`src/rtl/grf_wb_arbiter.sv`:
```
// grf_wb_arbiter: merges pipeline and long-latency register writes onto one GRF write port
module grf_wb_arbiter #(
  parameter int DEPTH = 4,
  parameter int AW    = 2
) (
  input  logic        clk,
  input  logic        reset,
  input  logic        p_valid,
  input  logic [4:0]  p_addr,
  input  logic [31:0] p_data,
  input  logic [31:0] p_pc,
  input  logic        m_valid,
  output logic        m_ready,
  input  logic [4:0]  m_addr,
  input  logic [31:0] m_data,
  input  logic [31:0] m_pc,
  output logic        grf_we,
  output logic [4:0]  grf_a3,
  output logic [31:0] grf_wd,
  output logic [31:0] grf_pc,
  input  logic [4:0]  q_a1,
  input  logic [4:0]  q_a2,
  output logic        q_pend1,
  output logic        q_pend2
);
  logic [4:0]       r_addr [DEPTH];
  logic [31:0]      r_data [DEPTH];
  logic [31:0]      r_pc   [DEPTH];
  logic [DEPTH-1:0] r_live;
  logic [AW-1:0]    r_wp, r_rp;
  logic [AW:0]      r_cnt;
  logic             w_p_acc, w_enq, w_pop, w_pend1, w_pend2;
  assign w_p_acc = p_valid & (p_addr != 5'd0);
  assign m_ready = r_cnt != (AW+1)'(DEPTH);
  assign w_enq   = m_valid & m_ready & (m_addr != 5'd0);
  assign w_pop   = ~w_p_acc & (r_cnt != '0);
  // live is cleared on pop, so a live bit alone marks a valid, uncommitted entry
  always_comb begin
    w_pend1 = 1'b0;
    w_pend2 = 1'b0;
    for (int i = 0; i < DEPTH; i++) begin
      w_pend1 = w_pend1 | (r_live[i] & (r_addr[i] == q_a1));
      w_pend2 = w_pend2 | (r_live[i] & (r_addr[i] == q_a2));
    end
  end
  assign q_pend1 = w_pend1 & (q_a1 != 5'd0);
  assign q_pend2 = w_pend2 & (q_a2 != 5'd0);
  always_ff @(posedge clk) begin
    if (w_enq) begin
      r_addr[r_wp] <= m_addr;
      r_data[r_wp] <= m_data;
      r_pc[r_wp]   <= m_pc;
    end
  end
  always_ff @(posedge clk) begin
    if (reset) begin
      r_wp   <= '0;
      r_rp   <= '0;
      r_cnt  <= '0;
      r_live <= '0;
      grf_we <= 1'b0;
      grf_a3 <= '0;
      grf_wd <= '0;
      grf_pc <= '0;
    end else begin
      for (int i = 0; i < DEPTH; i++)
        if (w_p_acc && r_addr[i] == p_addr) r_live[i] <= 1'b0;
      if (w_pop) begin
        r_live[r_rp] <= 1'b0;
        r_rp         <= r_rp + 1'b1;
      end
      // a same-cycle pipeline write to the same register makes the new entry stale on arrival
      if (w_enq) begin
        r_live[r_wp] <= ~(w_p_acc && m_addr == p_addr);
        r_wp         <= r_wp + 1'b1;
      end
      r_cnt <= r_cnt + (AW+1)'(w_enq) - (AW+1)'(w_pop);
      if (w_p_acc) begin
        grf_we <= 1'b1;
        grf_a3 <= p_addr;
        grf_wd <= p_data;
        grf_pc <= p_pc;
      end else if (w_pop) begin
        grf_we <= r_live[r_rp];
        if (r_live[r_rp]) begin
          grf_a3 <= r_addr[r_rp];
          grf_wd <= r_data[r_rp];
          grf_pc <= r_pc[r_rp];
        end
      end else begin
        grf_we <= 1'b0;
      end
    end
  end
endmodule

```
`config.mk`:
```
export PLATFORM = sky130hd
export DESIGN_NAME = grf_wb_arbiter
export DESIGN_NICKNAME = d
export VERILOG_FILES = /design/src/rtl/grf_wb_arbiter.sv
export SDC_FILE = /design/constraint.sdc
export NUM_CORES = 1
export LEC_CHECK = 0
export CAP_MARGIN = 25
export CORE_ASPECT_RATIO = 1.4
export CORE_UTILIZATION = 40
export CTS_CLUSTER_SIZE = 16
export DETAILED_ROUTE_END_ITERATION = 12
export PLACE_DENSITY = 0.62
export SYNTH_ARGS = -nofsm -noshare
export SYNTH_HDL_FRONTEND = slang
export SYNTH_SLANG_ARGS = --single-unit
```
`constraint.sdc`:
```
create_clock -name clk -period 4.81 [get_ports clk]
set_clock_uncertainty 0.05 [all_clocks]
set_input_delay 1.2025 -clock clk [delete_from_list [all_inputs] [get_ports clk]]
set_output_delay 1.2025 -clock clk [all_outputs]
set_load 0.02 [all_outputs]
```
==> flow_summary.yaml, run 1 <==
timing:
  slew_headroom_pct: 46.3
  setup_viol: 0
  setup_tns_ps: 0
  finalWorstSetupSlack_ps: 265
  hold_slack_ps: 465
  drv_slew: 0
  worst_pin_slew_ps: 806
  finalCriticalPeriod_ps: 4540
  finalCritPeriodShare_pct: 94.5
  hold_viol: 0
  fmax_mhz: 220
  grt_setup_unrepaired: "false"
power:
  irDropWorstVdd_v: 0.000323
  p_clk_share_pct: 32.7
  power_leakage_nw: 6.03
  internal_power_mw: 6.38
  p_comb_share_pct: 21.5
  p_per_area_mw_per_mm2: 471
  pwr-share-seq_pct: 45.9
  p_sw_share_pct: 26.4
  power_switching_mw: 2.28
global_route:
  grt.overflow.total: 0
  grt_max_degree: 48
  grtUsageTotal_pct: 18.7
  grt_pass1_vias: 8643
  antenna_found_initial: 1
  grt_pass1_wl_um: 51400
synth:
  ys_warn_count: 0
  synth_cell_types: 37
  synthCells: 856
  synth_seq_cells: 359
  synth-main-ff-cell: "edfxtp_1"
  synth_area_mm2: 0.0144
  ys_top_cells_by_area: "edfxtp_1 (57%), dfxtp_1 (12%), mux4_2 (11%)"
  syn-num-nets: 1019
  synth_edf_count: 276
  seq_area_frac_synth_pct: 68.9
  async_flop_share_pct: 0
  synth_top_area_cell: "edfxtp_1"
  synth_top_area_share_pct: 57.4
  syn_avg_cell_area_um2: 16.9
cells_and_area:
  synthToLayoutAreaGrowth_pct: 27.5
  layout.cells.non_filler: 1563
  drive_above_1_share_pct: 18.6
  final_nets: 1238
  num-fill-cells: 3013
  postLayoutCellArea_mm2: 0.0184
  diodes: 0
run:
  drv_cap: 0
placed_design:
  dp_slack_ps: 283
  dpl_cell_area_mm2: 0.0172
  gp_congestion: 0.914
  dp_hpwl_um: 22100
  placedCellCount: 1499
  io_buffers: 224
critical_path:
  crit_end: "q_pend1"
  reg2reg_setup_slack_ps: 2240
  cp-start-kind: "primary input"
  critPathRequiredTime_ps: 3560
  worstPathMaxFanout: 5
  crit_arrival_ps: 3290
  r2r_cells: 6
  cp_slowest_cell: "clkdlybuf4s50_1"
  timing.rr.end: "grf_pc[14]"
  crit_top_cell: "clkdlybuf4s50_1"
  endpoint_kind: "output port"
  crit_path_cell_trace: "clkdlybuf4s50_1 > xor2_1 > nor4_1 > nand3_1 > nand4_1 > o21a_1 > clkdlybuf4s50_1"
  critPathKind: "primary input to output port"
  regToRegStartpoint: "r_rp[0]"
  slowest_delay_ps: 600
  setup.worst_path.start: "q_a1[0]"
clock_network:
  cts_tree: "done"
  cts_buffers: 36
  htree_levels: 2
  clkLatencyLatePin_ps: 510
  cts_hold_buf: 0
  cts.sinks: 359
  clock_path_buffers: 3
  cts_root_buf: "clkbuf_16"
  cts_resized: 0
  clkTransAtPathRegs_ps: 60
  cts_setup_buffers: 0
floorplan:
  dieWidth_um: 163
  die_y_um: 227
  initial_core_util_pct: 40.5
  rows: 82
  die-area_mm2: 0.0369
  coreArea_mm2: 0.0357
  io_pins: 225
hold_path:
  min_delay_path_depth: 2
  worstHoldPathType: "flop to flop"
outcome:
  run_status: "finished, final reports clean"
detailed_routing:
  wl_per_cell_um: 21.7
  remaining_drc_errors: 0
  ant_nets: 0
  drtIter0Drc: 474
  dr.pass1.iters: 4
  wl_um: 33900
  via_count: 8219
  via_per_inst: 5.26
flip-flops by register name, summed over array words and instances, names as in the netlist, 3 cells and up, named ones only:
register,flops
r_data,128
r_pc,128
grf_pc,32
grf_wd,32
r_addr,20
grf_a3,5
r_live,4
r_cnt,3
cell families (layout without fill, tap and decap cells):
kind of cell / Yosys count / count (layout) / synth area share (%)
buffers and inverters: 70 / 315 / 2.33
AND/OR/NAND/NOR: 121 / 121 / 3.78
flip-flops: 359 / 359 / 68.9
multiplexers: 76 / 76 / 11.3
adder cells (fa/ha/maj): 11 / 11 / 1.00
XOR/XNOR: 69 / 69 / 4.18
AO/OA/AOI/OAI: 150 / 150 / 8.50
worst max-delay path: cells and delay by family:
kind / cells / cell delay, ps
simple gates: 3 / 610
xor+xnor: 1 / 200
buf+inv: 2 / 1150
compound gates: 1 / 130
worst min-delay path by stage:
stage / slack (ps) / endpoint / from
4_1_cts: 470 / grf_wd[20] / grf_wd[20]
3_5_place_dp: 450 / grf_wd[20] / grf_wd[20]
2_1_floorplan: 460 / r_cnt[2] / r_cnt[2]
6_report: 460 / grf_wd[20] / grf_wd[20]
3_3_place_gp: 440 / grf_wd[15] / grf_wd[15]
5_1_grt: 480 / grf_wd[24] / grf_wd[24]
cells in the mapped netlist (3+ instances only):
master    number
o21ai_0       65
mux4_2        70
clkbuf_1      40
buf_6          7
xnor2_1       28
a32o_1         4
edfxtp_1     276
nor4_1        12
a221oi_1       4
nand3_1       13
ha_1          10
o22ai_1       15
dfxtp_1       83
inv_1          8
nor2_1        73
o22ai_2       50
xor2_1        41
and2_1         4
nand2_1        7
o21ai_1        4
o21a_1         3
buf_2         14
mux2i_1        6
power by group through the flow:
| stage | Combinational, mW | Clock (mW) | Sequential (mW) |
|---|---|---|---|
| final | 1.86 | 2.83 | 3.98 |
| after global routing | 2.00 | 3.01 | 4.03 |
| after CTS | 1.90 | 2.91 | 3.99 |
| after detailed placement | 1.89 | 0 | 4.05 |
| after global placement | 1.88 | 0 | 4.04 |
| after floorplan | 1.16 | 0 | 4.04 |
metrics by stage:
step | utilization [%] | power, mW
5_1_grt | 51.6 | 9.04
3_5_place_dp | 48.2 | 5.95
4_1_cts | 51.6 | 8.80
6_report | 51.6 | 8.67
2_1_floorplan | - | 5.20
3_3_place_gp | 48.2 | 5.92
layer usage:
layer / routed length [um] / GRT usage [%] / up-vias
li1: - / - / 3773
met5: 13 / 0 / -
met4: 907 / 6.57 / 2
met1: 12900 / 21.4 / 4173
met2: 18600 / 34.9 / 217
met3: 1420 / 3.20 / 54
cell type report:
cell class / instances / area (um2) / share of cell area (%)
clock inverters: 17 / 201 / 1.09
well taps: 462 / 578 / 3.14
multi-input cells: 427 / 4180 / 22.7
repair buffers: 243 / 2470 / 13.4
clock buffers: 47 / 1000 / 5.45
inverters: 8 / 30.0 / 0.163
flip-flops and latches: 359 / 9960 / 54.0
cell usage in the layout (no fill, tap or decap), types with 4 or more instances in the layout:
cell type        instances
nor2_1                  73
o22ai_2                 50
dfxtp_1                 81
clkbuf_16               37
xor2_1                  41
o21ai_1                  4
nand3_1                 13
buf_4                   12
and2_4                   4
mux2i_1                  6
a221oi_1                 4
inv_1                    7
clkbuf_8                 4
bufinv_16                4
clkdlybuf4s50_1        224
clkbuf_1                 6
xnor2_1                 28
nand2_1                  7
nor4_1                  12
edfxtp_1               276
o21ai_0                 65
mux4_2                  70
a32o_1                   4
ha_1                    10
o22ai_1                 15
buf_12                   7
clkinv_1                 4
No activity file was read; power rests on OpenSTA's default activity.
==> run 2, diff against run 1 <==
--- a/config.mk
+++ b/config.mk
@@ -6,11 +6,13 @@
 export NUM_CORES = 1
 export LEC_CHECK = 0
 export CAP_MARGIN = 25
+export CELL_PAD_IN_SITES_DETAIL_PLACEMENT = 0
+export CELL_PAD_IN_SITES_GLOBAL_PLACEMENT = 1
 export CORE_ASPECT_RATIO = 1.4
 export CORE_UTILIZATION = 40
 export CTS_CLUSTER_SIZE = 16
 export DETAILED_ROUTE_END_ITERATION = 12
-export PLACE_DENSITY = 0.62
+export PLACE_DENSITY = 0.72
 export SYNTH_ARGS = -nofsm -noshare
 export SYNTH_HDL_FRONTEND = slang
 export SYNTH_SLANG_ARGS = --single-unit
==> constraint.sdc (replaced) <==
create_clock -name clk -period 5.5 [get_ports clk]
set_clock_uncertainty 0.05 [all_clocks]
set_input_delay 1.375 -clock clk [delete_from_list [all_inputs] [get_ports clk]]
set_output_delay 1.375 -clock clk [all_outputs]
set_load 0.02 [all_outputs]
==> flow_summary.yaml, run 2 (synthesis gave the netlist of run 1 again) <==
timing:
  grt_setup_unrepaired: "false"
  finalCritPeriodShare_pct: 87.4
  hold_slack_ps: 466
  hold_viol: 0
  finalCriticalPeriod_ps: 4810
  finalWorstSetupSlack_ps: 691
  slew_headroom_pct: 46.4
  worst_pin_slew_ps: 803
  setup_tns_ps: 0
  setup_viol: 0
  fmax_mhz: 208
  drv_slew: 0
critical_path:
  cp-start-kind: "primary input"
  regToRegStartpoint: "r_rp[0]"
  crit_top_cell: "clkdlybuf4s50_1"
  r2r_cells: 6
  worstPathMaxFanout: 5
  slowest_delay_ps: 590
  critPathRequiredTime_ps: 4070
  setup.worst_path.start: "q_a1[1]"
  crit_path_cell_trace: "clkdlybuf4s50_1 > xor2_1 > nor4_1 > nand3_1 > nand4_1 > o21a_1 > clkdlybuf4s50_1"
  cp_slowest_cell: "clkdlybuf4s50_1"
  crit_arrival_ps: 3380
  endpoint_kind: "output port"
  timing.rr.end: "grf_wd[16]"
  critPathKind: "primary input to output port"
  reg2reg_setup_slack_ps: 2720
clock_network:
  cts.sinks: 359
  cts_buffers: 35
  cts_resized: 0
  htree_levels: 2
  clkLatencyLatePin_ps: 510
  cts_root_buf: "clkbuf_16"
  cts_tree: "done"
  cts_setup_buffers: 0
  clkTransAtPathRegs_ps: 60
  clock_path_buffers: 3
  cts_hold_buf: 0
global_route:
  grt_pass1_wl_um: 49700
  grt_pass1_vias: 8421
  grt_max_degree: 73
  grt.overflow.total: 0
  antenna_found_initial: 1
  grtUsageTotal_pct: 18.2
detailed_routing:
  drtIter0Drc: 407
  remaining_drc_errors: 0
  via_count: 8127
  dr.pass1.iters: 4
  wl_um: 33300
  ant_nets: 0
  wl_per_cell_um: 21.3
  via_per_inst: 5.21
hold_path:
  worstHoldEndpoint: "grf_wd[23]"
  holdCritStartpoint: "grf_wd[23]"
  min_delay_path_depth: 2
  worstHoldPathType: "flop to flop"
cells_and_area:
  drive_above_1_share_pct: 17.9
  layout.cells.non_filler: 1559
  final_common_cell: "edfxtp_1"
  mostFrequentLayoutCells: "edfxtp_1 (276), clkdlybuf4s50_1 (224), dfxtp_1 (81)"
  synthToLayoutAreaGrowth_pct: 26.4
  postLayoutCellArea_mm2: 0.0183
  final_nets: 1232
  post-route-util_pct: 51.1
  reg_top3: "r_data (128), r_pc (128)"
floorplan:
  rows: 82
  die_y_um: 227
  initial_core_util_pct: 40.5
  coreArea_mm2: 0.0357
  io_pins: 225
  dieWidth_um: 163
  die-area_mm2: 0.0369
run:
  drv_cap: 0
placed_design:
  dpl_cell_area_mm2: 0.0172
  dp_hpwl_um: 21100
  gp_congestion: 0.875
  io_buffers: 224
  dp_slack_ps: 710
  placedCellCount: 1494
power:
  p_per_area_mw_per_mm2: 401
  power_leakage_nw: 5.95
  irDropWorstVdd_v: 0.000205
  finalPower_mw: 7.33
outcome:
  run_status: "finished, final reports clean"
==> run 2: cell types whose count changed in the layout (fill, tap and decap cells not counted), sizes merged <==
cell	delta
diode	+2
inv	-2
buf	-5
bufinv	-4
clkinv	+6
clkbuf	+1
clkinvlp	-2
==> run 2: per-layer routing <==
metal / wire length, um / track usage (%) / share of wire [%]
met3: 1490 / 3.09 / 4.5
met1: 13000 / 21.5 / 39
met4: 859 / 6.66 / 2.6
met2: 17900 / 33.0 / 54
met5: 0 / 0 / 0
==> run 2: report_power, final <==
group          internal, mW  switching (mW)  leakage [nW]  total [mW]
clock network          1.29           0.961         0.537        2.25
logic                 0.815           0.789          2.20        1.60
registers              3.27           0.197          3.22        3.47
==> run 2: critical path, delay by kind of cell <==
| kind | cells | cell delay, ps |
|---|---|---|
| buffers and inverters | 2 | 1150 |
| and+or+nand+nor | 3 | 530 |
| xor gates and xnor gates | 1 | 200 |
| AOI/OAI and AO/OA | 1 | 120 |
==> run 2: how the worst max path moves through the flow <==
| stage | cells past startpoint | to |
|---|---|---|
| 2_1_floorplan | 4 | r_addr[0][0] |
| 3_3_place_gp | 7 | q_pend1 |
| 3_5_place_dp | 7 | q_pend1 |
| 4_1_cts | 7 | q_pend1 |
| 5_1_grt | 7 | q_pend1 |
| 6_report | 7 | q_pend1 |
==> run 2: area by class of cell <==
| type | count | area (um2) |
|---|---|---|
| diodes | 2 | 5.00 |
| clock buffers | 48 | 1020 |
| clock inverters | 15 | 68.8 |
| fillers | 3044 | 17400 |
| well taps | 462 | 578 |
| inverters | 8 | 30.0 |
| flip-flops and latches | 359 | 9960 |
| repair buffers | 238 | 2420 |
| multi-input cells | 427 | 4180 |
